--- src/rtl/push_button_debouncer_pkg.sv ---
// Shared definitions for the push-button front-end: button indices,
// channel state encodings and default 50 MHz timing.
package push_button_debouncer_pkg;

    localparam int BTN_PREV   = 0;
    localparam int BTN_NEXT   = 1;
    localparam int BTN_OK     = 2;
    localparam int BTN_CANCEL = 3;

    localparam int DEF_N_BTN           = 4;
    localparam int DEF_DEBOUNCE_CYCLES = 1_000_000;
    localparam int DEF_HOLD_CYCLES     = 25_000_000;
    localparam int DEF_REPEAT_CYCLES   = 5_000_000;

    // Only the cursor-movement buttons scroll on a long press.
    localparam logic [3:0] DEF_REPEAT_MASK = (4'b1 << BTN_PREV) | (4'b1 << BTN_NEXT);

    typedef enum logic [2:0] {
        ST_RELEASED    = 3'd0,
        ST_PRESS_CHK   = 3'd1,
        ST_HELD        = 3'd2,
        ST_REPEATING   = 3'd3,
        ST_RELEASE_CHK = 3'd4
    } chan_state_e;

    function automatic int maxOf3(input int a, input int b, input int c);
        int m;
        m = (a > b) ? a : b;
        return (m > c) ? m : c;
    endfunction

endpackage

--- src/rtl/push_button_channel.sv ---
// One button channel: two-flop synchroniser, debounce/auto-repeat FSM
// and a shared saturating counter. Outputs are registered.
module push_button_channel
    import push_button_debouncer_pkg::*;
#(
    parameter bit ACTIVE_LOW      = 1'b1,
    parameter int DEBOUNCE_CYCLES = DEF_DEBOUNCE_CYCLES,
    parameter int HOLD_CYCLES     = DEF_HOLD_CYCLES,
    parameter int REPEAT_CYCLES   = DEF_REPEAT_CYCLES,
    parameter bit REPEAT_EN       = 1'b0
) (
    input  logic clk,
    input  logic rst_n,
    input  logic en,
    input  logic btn_raw_i,
    output logic pulse_o,
    output logic level_o
);

    localparam int CNT_MAX = maxOf3(DEBOUNCE_CYCLES, HOLD_CYCLES, REPEAT_CYCLES);
    localparam int CW      = $clog2(CNT_MAX + 1);

    // Each terminal value is one less than the cycle count because the
    // transition out of the state happens on the edge the count would reach it.
    localparam logic [CW-1:0] DEB_LAST  = CW'(DEBOUNCE_CYCLES - 1);
    localparam logic [CW-1:0] HOLD_LAST = CW'(HOLD_CYCLES - 1);
    localparam logic [CW-1:0] REP_LAST  = CW'(REPEAT_CYCLES - 1);
    localparam logic [CW-1:0] CNT_SAT   = CW'(CNT_MAX);
    localparam logic          IDLE_LVL  = ACTIVE_LOW ? 1'b1 : 1'b0;

    logic          sync1_q;
    logic          sync2_q;
    logic          pressed;
    chan_state_e   state_q;
    logic [CW-1:0] cnt_q;
    logic [CW-1:0] cnt_inc;
    logic          pulse_q;
    logic          level_q;

    always_ff @(posedge clk or negedge rst_n) begin
        if (!rst_n) begin
            sync1_q <= IDLE_LVL;
            sync2_q <= IDLE_LVL;
        end else begin
            sync1_q <= btn_raw_i;
            sync2_q <= sync1_q;
        end
    end

    assign pressed = sync2_q ^ IDLE_LVL;
    assign cnt_inc = (cnt_q == CNT_SAT) ? cnt_q : cnt_q + CW'(1);

    always_ff @(posedge clk or negedge rst_n) begin
        if (!rst_n) begin
            state_q <= ST_RELEASED;
            cnt_q   <= '0;
            pulse_q <= 1'b0;
            level_q <= 1'b0;
        end else if (!en) begin
            state_q <= ST_RELEASED;
            cnt_q   <= '0;
            pulse_q <= 1'b0;
            level_q <= 1'b0;
        end else begin
            pulse_q <= 1'b0;
            case (state_q)
                ST_RELEASED: begin
                    cnt_q <= '0;
                    if (pressed) begin
                        state_q <= ST_PRESS_CHK;
                        cnt_q   <= CW'(1);
                    end
                end
                ST_PRESS_CHK: begin
                    if (!pressed) begin
                        state_q <= ST_RELEASED;
                        cnt_q   <= '0;
                    end else if (cnt_q >= DEB_LAST) begin
                        state_q <= ST_HELD;
                        cnt_q   <= '0;
                        pulse_q <= 1'b1;
                        level_q <= 1'b1;
                    end else begin
                        cnt_q <= cnt_inc;
                    end
                end
                ST_HELD: begin
                    if (!pressed) begin
                        state_q <= ST_RELEASE_CHK;
                        cnt_q   <= CW'(1);
                    end else if (!REPEAT_EN) begin
                        cnt_q <= '0;
                    end else if (cnt_q >= HOLD_LAST) begin
                        state_q <= ST_REPEATING;
                        cnt_q   <= '0;
                        pulse_q <= 1'b1;
                    end else begin
                        cnt_q <= cnt_inc;
                    end
                end
                ST_REPEATING: begin
                    if (!pressed) begin
                        state_q <= ST_RELEASE_CHK;
                        cnt_q   <= CW'(1);
                    end else if (cnt_q >= REP_LAST) begin
                        cnt_q   <= '0;
                        pulse_q <= 1'b1;
                    end else begin
                        cnt_q <= cnt_inc;
                    end
                end
                ST_RELEASE_CHK: begin
                    // A bounce back to pressed resumes the hold without a new pulse.
                    if (pressed) begin
                        state_q <= ST_HELD;
                        cnt_q   <= '0;
                    end else if (cnt_q >= DEB_LAST) begin
                        state_q <= ST_RELEASED;
                        cnt_q   <= '0;
                        level_q <= 1'b0;
                    end else begin
                        cnt_q <= cnt_inc;
                    end
                end
                default: begin
                    state_q <= ST_RELEASED;
                    cnt_q   <= '0;
                    level_q <= 1'b0;
                end
            endcase
        end
    end

    assign pulse_o = pulse_q;
    assign level_o = level_q;

endmodule

--- src/rtl/push_button_debouncer.sv ---
// Four-button front-end for the menu/cursor adapter: per-channel debounce,
// single-cycle press pulses and auto-repeat on the masked buttons.
module push_button_debouncer
    import push_button_debouncer_pkg::*;
#(
    parameter int               N_BTN           = DEF_N_BTN,
    parameter bit               ACTIVE_LOW      = 1'b1,
    parameter int               DEBOUNCE_CYCLES = DEF_DEBOUNCE_CYCLES,
    parameter int               HOLD_CYCLES     = DEF_HOLD_CYCLES,
    parameter int               REPEAT_CYCLES   = DEF_REPEAT_CYCLES,
    parameter logic [N_BTN-1:0] REPEAT_MASK     = N_BTN'(DEF_REPEAT_MASK)
) (
    input  logic             clk,
    input  logic             rst_n,
    input  logic             en,
    input  logic [N_BTN-1:0] iButton,
    output logic [N_BTN-1:0] oButton,
    output logic [N_BTN-1:0] oLevel
);

    for (genvar i = 0; i < N_BTN; i++) begin : gChannel
        push_button_channel #(
            .ACTIVE_LOW      (ACTIVE_LOW),
            .DEBOUNCE_CYCLES (DEBOUNCE_CYCLES),
            .HOLD_CYCLES     (HOLD_CYCLES),
            .REPEAT_CYCLES   (REPEAT_CYCLES),
            .REPEAT_EN       (REPEAT_MASK[i])
        ) uChannel (
            .clk       (clk),
            .rst_n     (rst_n),
            .en        (en),
            .btn_raw_i (iButton[i]),
            .pulse_o   (oButton[i]),
            .level_o   (oLevel[i])
        );
    end

endmodule

--- config.mk ---
export PLATFORM = sky130hd
export DESIGN_NAME = push_button_debouncer
export DESIGN_NICKNAME = d
export VERILOG_FILES = /design/src/rtl/push_button_debouncer_pkg.sv /design/src/rtl/push_button_channel.sv /design/src/rtl/push_button_debouncer.sv
export SDC_FILE = /design/constraint.sdc
export NUM_CORES = 1
export LEC_CHECK = 0
export BUFFER_PORTS_ARGS = -buffer_cell sky130_fd_sc_hd__buf_4
export CORE_ASPECT_RATIO = 0.7
export CORE_UTILIZATION = 54
export CTS_CLUSTER_SIZE = 10
export DETAILED_ROUTE_END_ITERATION = 16
export GPL_TIMING_DRIVEN = 0
export PLACE_DENSITY = 0.77
export SYNTH_ARGS = -nofsm -noshare
export SYNTH_HDL_FRONTEND = slang
export SYNTH_SLANG_ARGS = --single-unit
--- constraint.sdc ---
create_clock -name clk -period 3.1 [get_ports clk]
set_input_delay 0 -clock clk [delete_from_list [all_inputs] [get_ports clk]]
set_output_delay 0 -clock clk [all_outputs]
set_load 0.1 [all_outputs]
==> reports/results.tsv, run 1 <==
stage	metric	value	unit
cells_and_area	Layout Utilization	0.637	
logic_synthesis	YS warnings	0	
run_status	outcome	complete, no violations	
cts	CTS tree	done	
die	Die W	147	µm
sta	TNS Setup	0	ns
worst_setup_path	WP data required	3.45	ns
logic_synthesis	Cell variety after synth	78	
place	HPWL after DPL	11900	µm
sta	Hold Vio Cnt, Final	0	
cts	CTS Buf Count	17	
logic_synthesis	Mean Syn Cell Area	8.86	µm²
place	port bufs	13	
global_route	vias in the first global route	6196	
pwr	Int Pwr	3.08	mW
global_route	gr ovfl total	0	
die	Die Area	15300	µm²
place	Post-Place Cells	1108	
sta	final slew viol count	0	
detailed_routing	Final ANT Viol Nets	0	
cells_and_area	fin cells	1145	
logic_synthesis	most common cell in the netlist	dfrtp_1	
sta	post-layout min period	2.86	ns
place	placed cell area	8360	µm²
cts	Clock Latency Late Sink	0.43	ns
worst_setup_path	Worst Path Arrival	3.21	ns
job	Max-cap violations	0	
logic_synthesis	Synth Register Bits	128	
cells_and_area	Ant. Diodes	0	
worst_setup_path	Crit. End Element	register	
pwr	Comb power frac	0.051	
detailed_routing	via/cell ratio	5.94	
pwr	P_leak	3.45	nW
logic_synthesis	Synth top cells by count	120 x dfrtp_1, 106 x nor2_1, 95 x nand2_1, 49 x xnor2_1, 38 x xor2_1	
pwr	switching component of the power	0.983	mW
pwr	pwr/cell area	450	nW/µm²
die	# IOs	15	
global_route	first-pass GRT wire length	30000	µm
sta	relative slew slack	0.135	
worst_setup_path	maximum fanout along the worst path	10	
sta	# setup viols final	0	
min_path	Worst Hold Class	input pin to async pin	
place	routability cong.	0.878	
global_route	Total GRT Usage	0.238	
pwr	Clock Power Share	0.527	
cells_and_area	final instance area	9040	µm²
place	Place WS	0.221	ns
sta	Setup Skew	0.0148	ns
worst_setup_path	critical path class	register to register	
logic_synthesis	Synth area leaders	dfrtp_1 38%, xnor2_1 5.4%, nor2_1 5.0%	
cells_and_area	# nets final	957	
logic_synthesis	Post-synth EDFFs	0	
logic_synthesis	Async SR Flop Fraction	1.00	
cells_and_area	share of cells above drive strength 1	0.123	
pwr	maximum VDD drop	0.349	mV
detailed_routing	vias	6807	
global_route	initial antenna violation count	0	
cells_and_area	area grow syn2layout	13.2	%
detailed_routing	1st-iter DRT viols	564	
sta	Slew @ Worst Pin	1.29	ns
logic_synthesis	area of the mapped netlist	7990	µm²
detailed_routing	drt wl/cell	15.6	µm
logic_synthesis	Yosys top cell area share	0.376	
worst_setup_path	Setup crit start kind	register	
logic_synthesis	register area share after synthesis	0.402	
die	Starting Density	0.563	
pwr	sw frac	0.242	
detailed_routing	Routed WL	17900	µm
sta	Final Cycle Share	0.924	
cts	CTS sink cnt	128	
logic_synthesis	Mapped Cells	901	
cts	htree depth	4	
global_route	largest net degree at the start of global routing	92	
detailed_routing	DRC	0	
sta	setup ws final	0.236	ns
cts	CTS root buf	clkbuf_16	
die	Die H	104	µm
cts	maximum clock insertion buffer count	2	
logic_synthesis	Synth Flop Type	dfrtp_1	
cts	CTS clk-pin slew, worst paths	0.06	ns
die	core box area	14200	µm²
sta	fmax	0.349	GHz
detailed_routing	drt first pass iters	5	
pwr	Sequential Power Share	0.422	
die	Rows	36	
logic_synthesis	Yosys top cell by area	dfrtp_1	
registers in the layout, summed over array words and instances (netlist names):
register and count:
gChannel.uChannel.level_o 4, gChannel.uChannel.state_q 12, gChannel.uChannel.sync2_q 4, gChannel.uChannel.sync1_q 4
gChannel.uChannel.cnt_q 100, gChannel.uChannel.pulse_o 4
power by group through the flow:
stage | logic (mW) | clock network [mW] | registers [mW]
4_1_cts | 0.209 | 2.17 | 1.72
6_report | 0.207 | 2.14 | 1.72
2_1_floorplan | 0.127 | 0 | 1.74
3_3_place_gp | 0.193 | 0 | 1.74
5_1_grt | 0.231 | 2.23 | 1.72
3_5_place_dp | 0.202 | 0 | 1.75
per-stage QoR:
step	hold slack, ns	total power, mW
after floorplan	-0.296	1.87
after global placement	0.108	1.94
after detailed placement	-0.0712	1.95
after CTS	0.0583	4.09
after global routing	0.0786	4.18
final	0.0459	4.07
final cells by class:
type	instances	area, µm²
fillers	1184	5140
multi-input cells	680	4340
flip-flops and latches	128	3210
clock buffers	19	453
plain buffers	67	334
well taps	190	238
repair buffers	19	179
clock inverters	13	175
inverters	29	109
routing by layer:
layer / vias up / part of all wire / track usage
met4: 0 / 0.010 / 0.0589
met2: 170 / 0.43 / 0.343
met1: 3329 / 0.52 / 0.364
li1: 3293 / - / -
met5: - / 0 / 0
met3: 15 / 0.046 / 0.0463
repair_timing:
action                     in CTS  in global routing
setup endpoints to repair       0                 20
hold buffers                    5                  0
gates resized for setup         0                  1
buffers inserted                0                  0
hold endpoints to repair      125                  0
worst max-delay path, stage by stage, from the launching register on:
cell       delay [ns]
dfrtp_1          0.47
ha_1             0.22
clkbuf_1         0.19
a21o_1           0.21
a2111oi_1        0.56
o311ai_2         0.29
a2111oi_0        0.36
a21oi_1          0.14
buf_2            0.22
nor2_1           0.13
cell families (layout without fill, tap and decap cells):
| family | Yosys count | count (layout) | share of synthesized area |
|---|---|---|---|
| xor+xnor | 87 | 87 | 0.0954 |
| fa+ha+maj | 8 | 8 | 0.0125 |
| compound gates | 163 | 163 | 0.161 |
| mux | 7 | 7 | 0.00893 |
| simple gates | 411 | 411 | 0.264 |
| flops | 128 | 128 | 0.402 |
| buf+inv | 96 | 147 | 0.0555 |
| other cells | 1 | 4 | 0.000470 |
layout by cell type, fill, tap and decap left out, types with 26 or more instances in the layout:
| cell | count |
|---|---|
| xor2_1 | 38 |
| dfrtp_1 | 120 |
| a21oi_1 | 26 |
| inv_1 | 29 |
| clkbuf_1 | 35 |
| nor2_1 | 106 |
| nor3_1 | 29 |
| nand3_1 | 37 |
| nand4_1 | 30 |
| nand2_1 | 95 |
| xnor2_1 | 49 |
worst paths after layout:
kind / end / slack, ns / cells past startpoint / startpoint
max: gChannel[2].uChannel.cnt_q[22]$_DFF_PN0_ / 0.24 / 9 / gChannel[2].uChannel.cnt_q[1]$_DFF_PN0_
min: gChannel[2].uChannel.cnt_q[10]$_DFF_PN0_ / 0.05 / 2 / rst_n
max reg2reg: gChannel[2].uChannel.cnt_q[22]$_DFF_PN0_ / 0.24 / 9 / gChannel[2].uChannel.cnt_q[1]$_DFF_PN0_
min reg2reg: gChannel[2].uChannel.sync2_q$_DFF_PN1_ / 0.36 / 0 / gChannel[2].uChannel.sync1_q$_DFF_PN1_
max in group asynchronous: gChannel[3].uChannel.sync2_q$_DFF_PN1_ / 2.25 / 3 / rst_n
min in group clk: gChannel[2].uChannel.state_q[1]$_DFFE_PN0P_ / 0.10 / 3 / en
Power figures use the tool's default switching activity.
==> run 2, diff against run 1 <==
- MAX_ROUTING_LAYER: default -> met4
==> run 2 against run 1 <==
Die area is the same. Routed wire length shrank 0.18%. Worst setup slack gained 0.091 ns. Clock power is essentially flat. Combinational power is essentially flat. Clock-buffer cell count is the same. Worst hold slack lost 0.0014 ns. Via count shrank 0.16%. Global-route usage grew 0.73 points. Non-clock buffer count is the same. Critical path type unchanged.
==> reports/results.tsv, run 2 (synthesized netlist as in run 1, its figures left out) <==
stage	metric	value	unit
sta	TNS Setup	0	ns
place	HPWL after DPL	11900	µm
sta	Hold Vio Cnt, Final	0	
cts	CTS Buf Count	17	
cts	htree depth	4	
pwr	pwr/cell area	450	nW/µm²
sta	post-layout min period	2.77	ns
sta	Slew @ Worst Pin	1.27	ns
cells_and_area	share of cells above drive strength 1	0.124	
cells_and_area	Filler cells	1184	
place	routability cong.	0.893	
die	Die H	104	µm
worst_setup_path	reg2reg end	gChannel[0].uChannel.cnt_q[18]$_DFF_PN0_	
sta	final slew viol count	0	
worst_setup_path	Setup crit start kind	register	
die	Starting Density	0.563	
cells_and_area	Ant. Diodes	0	
worst_setup_path	Reg2Reg Setup Slack	0.33	ns
worst_setup_path	RR Startpoint	gChannel[0].uChannel.cnt_q[10]$_DFF_PN0_	
detailed_routing	via/cell ratio	5.94	
cells_and_area	area grow syn2layout	13.3	%
worst_setup_path	Crit. End Element	register	
global_route	largest net degree at the start of global routing	92	
global_route	vias in the first global route	6182	
cts	CTS sink cnt	128	
worst_setup_path	Worst Reg-to-Reg Cells	8	
sta	setup ws final	0.327	ns
pwr	P_leak	3.45	nW
cts	CTS root buf	clkbuf_16	
worst_setup_path	Worst Path Arrival	3.11	ns
die	Rows	36	
detailed_routing	DRC	0	
cells_and_area	most common cell after layout, fill and taps aside	dfrtp_1	
worst_setup_path	WP data required	3.44	ns
worst_setup_path	critical path class	register to register	
global_route	initial antenna violation count	0	
sta	Setup Skew	0.0146	ns
die	core box area	14200	µm²
cts	CTS clk-pin slew, worst paths	0.07	ns
cells_and_area	# nets final	957	
die	Die Area	15300	µm²
sta	# setup viols final	0	
cts	Clock Latency Late Sink	0.43	ns
job	Max-cap violations	0	
detailed_routing	Final ANT Viol Nets	0	
detailed_routing	1st-iter DRT viols	513	
cts	maximum clock insertion buffer count	2	
detailed_routing	drt first pass iters	5	
cells_and_area	register name with the most flops	gChannel.uChannel.cnt_q	
worst_setup_path	maximum fanout along the worst path	10	
die	# IOs	15	
global_route	first-pass GRT wire length	30100	µm
global_route	Total GRT Usage	0.246	
cells_and_area	area occupied by multi-input gates	4350	µm²
cells_and_area	max reg flops	100	
place	port bufs	13	
run_status	outcome	complete, no violations	
sta	fmax	0.361	GHz
sta	relative slew slack	0.146	
sta	Final Cycle Share	0.895	
sta	hold slack	0.0445	ns
detailed_routing	vias	6796	
cells_and_area	Reg area	3210	µm²
detailed_routing	Routed WL	17800	µm
cells_and_area	commonest cells after routing, fill and taps aside	120 x dfrtp_1, 106 x nor2_1, 95 x nand2_1	
cells_and_area	Largest regs	gChannel.uChannel.cnt_q: 100 flops, gChannel.uChannel.state_q: 12 flops	
sta	RSZ-0062 raised after global routing	false	
place	Place WS	0.221	ns
die	Die W	147	µm
global_route	gr ovfl total	0	
cts	CTS tree	done	
detailed_routing	drt wl/cell	15.6	µm
pwr	maximum VDD drop	0.349	mV
min_path	Worst Hold Class	input pin to async pin	
-- run 2: cell counts in the layout (fill, tap and decap cells not counted) --
Identical to the previous run, type by type.
-- run 2: how the worst max path moves through the flow --
stage                     cells past startpoint                                        to                                     start
after floorplan                               9  gChannel[2].uChannel.cnt_q[13]$_DFF_PN0_   gChannel[2].uChannel.cnt_q[1]$_DFF_PN0_
after global placement                        9  gChannel[2].uChannel.cnt_q[21]$_DFF_PN0_   gChannel[2].uChannel.cnt_q[1]$_DFF_PN0_
after detailed placement                      9  gChannel[2].uChannel.cnt_q[10]$_DFF_PN0_   gChannel[2].uChannel.cnt_q[1]$_DFF_PN0_
after CTS                                     9  gChannel[2].uChannel.cnt_q[10]$_DFF_PN0_   gChannel[2].uChannel.cnt_q[1]$_DFF_PN0_
after global routing                          9   gChannel[2].uChannel.cnt_q[8]$_DFF_PN0_   gChannel[2].uChannel.cnt_q[1]$_DFF_PN0_
final                                         8  gChannel[0].uChannel.cnt_q[18]$_DFF_PN0_  gChannel[0].uChannel.cnt_q[10]$_DFF_PN0_
-- run 2: where the power goes --
part,internal (mW),leakage [nW],total (mW),switching (mW)
sequential,1.70,1.74,1.72,0.0208
clock,1.32,0.301,2.15,0.822
combinational,0.0648,1.40,0.207,0.142
-- run 2: routing by layer --
layer  wire length [µm]  up-vias  global-route usage
met5                  0        -                   -
met4                192        0              0.0589
met3                829       17              0.0463
met2               7660      169               0.342
met1               9150     3320               0.365
li1                   -     3290                   -
-- run 2: repair_timing --
item                                    CTS  global route
endpoints found under the setup margin    0            20
resized for setup                         0             2
hold endpoints to repair                125             0
hold buffers                              5             0
buffers inserted                          0             0
-- run 2: layout make-up --
class	count	area share
clock buffers	19	0.0501
repair buffers	19	0.0198
well taps	190	0.0263
clock inverters	13	0.0194
flip-flops and latches	128	0.355
plain buffers	67	0.0369
multi-input cells	680	0.481
inverters	29	0.0120
-- run 2: through the flow --
stage / area (µm²) / util / power [mW] / instances
final: 9050 / 0.638 / 4.07 / 1145
after global routing: 9050 / 0.638 / 4.18 / 1145
after CTS: 9040 / 0.637 / 4.09 / 1145
after detailed placement: 8360 / 0.590 / 1.95 / 1108
after global placement: 8330 / 0.587 / 1.94 / 1107
after floorplan: 8000 / - / 1.87 / 904
-- run 2: worst max-delay path: stages (launching register included) --
cell	delay, ns
dfrtp_1	0.36
clkbuf_1	0.19
o41a_1	0.45
o21ai_0	0.32
o21ai_4	0.14
a2111oi_4	0.72
buf_2	0.35
nand2_1	0.07
o21ai_1	0.08
==> run 3, diff against run 2 <==
- ABC_AREA: default -> 1
==> run 3 against run 2 <==
Clock-buffer cell count unchanged. Utilization decreased by 0.77 points. Final cell count increased by 37%. Die area increased by 11%. Clock skew decreased by 0.0071 ns. Worst setup slack improved by 0.64 ns. Clock power decreased by 6%. Largest power group unchanged. Worst hold slack got worse by 0.0036 ns.
==> reports/results.tsv, run 3 <==
stage	metric	value	unit
run_status	outcome	complete, no violations	
cells_and_area	commonest cells after routing, fill and taps aside	303 x nand2_1, 222 x nor2_1, 153 x inv_1	
cts	htree depth	4	
worst_setup_path	WP data required	3.46	ns
worst_setup_path	maximum fanout along the worst path	10	
cells_and_area	Largest regs	gChannel.uChannel.cnt_q: 100 flops, gChannel.uChannel.state_q: 12 flops	
sta	setup ws final	0.966	ns
worst_setup_path	critical-path cell list	ha_1, nand2_1, inv_1, nand2_1, nor2_1, nand4_1, nand3_1, nor2_1, nand2_1, nand2_2, nand3_4, buf_6, nor2_1	
worst_setup_path	Crit. End Element	register	
logic_synthesis	Synth Flop Type	dfrtp_1	
cells_and_area	Filler cells	1443	
pwr	P_leak	4.44	nW
sta	fmax	0.469	GHz
place	Place WS	0.976	ns
cts	CTS clk-pin slew, worst paths	0.06	ns
sta	# setup viols final	0	
global_route	Total GRT Usage	0.266	
cells_and_area	# nets final	1348	
pwr	maximum VDD drop	0.379	mV
logic_synthesis	Synth top cells by count	303 x nand2_1, 222 x nor2_1, 153 x inv_1, 120 x dfrtp_1, 108 x nand3_1	
logic_synthesis	Cell variety after synth	50	
global_route	vias in the first global route	7245	
cells_and_area	share of cells above drive strength 1	0.127	
cts	maximum clock insertion buffer count	2	
place	routability cong.	0.978	
min_path	Worst Hold Class	input pin to async pin	
global_route	gr ovfl total	0	
worst_setup_path	Worst Reg-to-Reg Cells	13	
cells_and_area	final instance area	9950	µm²
detailed_routing	drt wl/cell	13.0	µm
detailed_routing	DRC	0	
pwr	pwr/cell area	451	nW/µm²
worst_setup_path	critical path class	register to register	
pwr	Total Power	4.48	mW
worst_setup_path	slowest CP cell	dfrtp_1	
cts	Clock Latency Late Sink	0.43	ns
logic_synthesis	Synth area leaders	dfrtp_1 34%, nand2_1 13%, nor2_1 9.4%	
global_route	first-pass GRT wire length	34700	µm
detailed_routing	vias	8164	
cts	CTS tree	done	
sta	TNS Setup	0	ns
detailed_routing	drt first pass iters	6	
place	HPWL after DPL	15100	µm
die	Die H	109	µm
worst_setup_path	WP buf/inv	2	
sta	Slew @ Worst Pin	0.681	ns
sta	RSZ-0062 raised after global routing	false	
die	Rows	38	
cells_and_area	area occupied by multi-input gates	4790	µm²
worst_setup_path	Reg2Reg Setup Slack	0.97	ns
job	Max-cap violations	0	
logic_synthesis	Synth Register Bits	128	
logic_synthesis	Mean Syn Cell Area	6.88	µm²
logic_synthesis	Async SR Flop Fraction	1.00	
place	placed cell area	9300	µm²
sta	Setup Skew	0.00746	ns
global_route	initial antenna violation count	0	
logic_synthesis	Post-synth EDFFs	0	
logic_synthesis	YS warnings	0	
sta	hold slack	0.0409	ns
cts	CTS sink cnt	128	
logic_synthesis	Yosys top cell area share	0.338	
sta	post-layout min period	2.13	ns
detailed_routing	via/cell ratio	5.21	
logic_synthesis	Mapped Cells	1291	
sta	final slew viol count	0	
place	port bufs	13	
cts	# resized after CTS	0	
die	Die W	155	µm
place	Post-Place Cells	1528	
cts	CTS root buf	clkbuf_16	
die	Starting Density	0.563	
worst_setup_path	Setup crit start kind	register	
worst_setup_path	RR Startpoint	gChannel[2].uChannel.cnt_q[0]$_DFF_PN0_	
detailed_routing	Final ANT Viol Nets	0	
sta	Hold Vio Cnt, Final	0	
logic_synthesis	area of the mapped netlist	8880	µm²
cells_and_area	area grow syn2layout	12.0	%
cells_and_area	Reg area	3210	µm²
cells_and_area	Layout Utilization	0.630	
cells_and_area	most common cell after layout, fill and taps aside	nand2_1	
global_route	largest net degree at the start of global routing	91	
logic_synthesis	Yosys top cell by area	dfrtp_1	
cells_and_area	max reg flops	100	
cells_and_area	register name with the most flops	gChannel.uChannel.cnt_q	
detailed_routing	Routed WL	20300	µm
worst_setup_path	crit-path leading delay family	simple AND/OR/NAND/NOR gates	
die	Die Area	17000	µm²
logic_synthesis	register area share after synthesis	0.362	
worst_setup_path	reg2reg end	gChannel[2].uChannel.cnt_q[10]$_DFF_PN0_	
detailed_routing	1st-iter DRT viols	902	
sta	relative slew slack	0.542	
die	core box area	15800	µm²
cells_and_area	fin cells	1566	
cts	CTS Buf Count	17	
sta	Final Cycle Share	0.689	
worst_setup_path	Slowest Stage Delay on Critical Path	0.41	ns
cells_and_area	Ant. Diodes	0	
worst_setup_path	Worst Path Arrival	2.50	ns
logic_synthesis	most common cell in the netlist	nand2_1	
die	# IOs	15	
==> run 3: cell types whose count changed in the layout (fill, tap and decap cells not counted), sizes merged, moves of 23 or more <==
cell	before	now
a211oi	32	2
nand2	95	311
xor2	38	61
nand3	37	112
xnor2	49	5
nor2	106	278
inv	33	162
clkbuf	54	23
==> run 3: worst register-to-register path: cells and delay by family, from the launching register on <==
family	cells	cell delay, ns
fa+ha+maj	1	0.23
buf+inv	2	0.25
flops	1	0.41
simple gates	10	1.18
==> run 3: how the worst max path moves through the flow <==
stage                                       startpoint                                       end  slack, ns  depth (start not counted)
6_report       gChannel[2].uChannel.cnt_q[0]$_DFF_PN0_  gChannel[2].uChannel.cnt_q[10]$_DFF_PN0_       0.97                         13
4_1_cts        gChannel[2].uChannel.cnt_q[0]$_DFF_PN0_  gChannel[2].uChannel.cnt_q[10]$_DFF_PN0_       0.95                         13
2_1_floorplan  gChannel[3].uChannel.cnt_q[1]$_DFF_PN0_  gChannel[3].uChannel.cnt_q[22]$_DFF_PN0_       1.28                         11
5_1_grt        gChannel[2].uChannel.cnt_q[0]$_DFF_PN0_  gChannel[2].uChannel.cnt_q[11]$_DFF_PN0_       0.69                         13
3_5_place_dp   gChannel[2].uChannel.cnt_q[0]$_DFF_PN0_  gChannel[2].uChannel.cnt_q[10]$_DFF_PN0_       0.98                         13
3_3_place_gp   gChannel[0].uChannel.cnt_q[0]$_DFF_PN0_  gChannel[0].uChannel.cnt_q[22]$_DFF_PN0_       0.98                         11
==> run 3: routing by layer <==
layer  vias to the layer above  GRT usage  wire length [µm]
met1                      3742      0.397             10700
met3                        16     0.0485              1220
li1                       4175          -                 -
met2                       231      0.371              8230
met5                         -          -                 0
met4                         0     0.0581               167
==> run 3: where the power goes <==
group / internal (mW) / leakage (nW) / total, mW / switching (mW)
Combinational: 0.219 / 2.41 / 0.682 / 0.463
Sequential: 1.73 / 1.74 / 1.78 / 0.0535
Clock: 1.22 / 0.285 / 2.02 / 0.794
==> run 3: area by class of cell <==
| cell class | count | area share |
|---|---|---|
| Multi-Input combinational cell | 966 | 0.482 |
| Sequential cell | 128 | 0.323 |
| Inverter | 165 | 0.0623 |
| Clock buffer | 19 | 0.0455 |
| Tap cell | 220 | 0.0277 |
| Buffer | 35 | 0.0269 |
| Timing Repair Buffer | 20 | 0.0190 |
| Clock inverter | 13 | 0.0138 |
==> run 3: repair_timing <==
action / in CTS / in global routing
hold endpoints to repair: 127 / 0
setup endpoints to repair: 0 / 0
hold buffers: 6 / 0
buffers inserted: 0 / 0
==> run 3: kinds of logic (layout without fill, tap and decap cells) <==
| family | count (synthesis) | count (layout) | synth area share |
|---|---|---|---|
| buffers and inverters | 200 | 252 | 0.0999 |
| AOI/OAI and AO/OA | 83 | 83 | 0.0516 |
| and+or+nand+nor | 804 | 804 | 0.409 |
| xor gates and xnor gates | 66 | 66 | 0.0651 |
| muxes | 1 | 1 | 0.00113 |
| adders and majority gates | 8 | 8 | 0.0113 |
| other | 1 | 4 | 0.000422 |
| DFF | 128 | 128 | 0.362 |
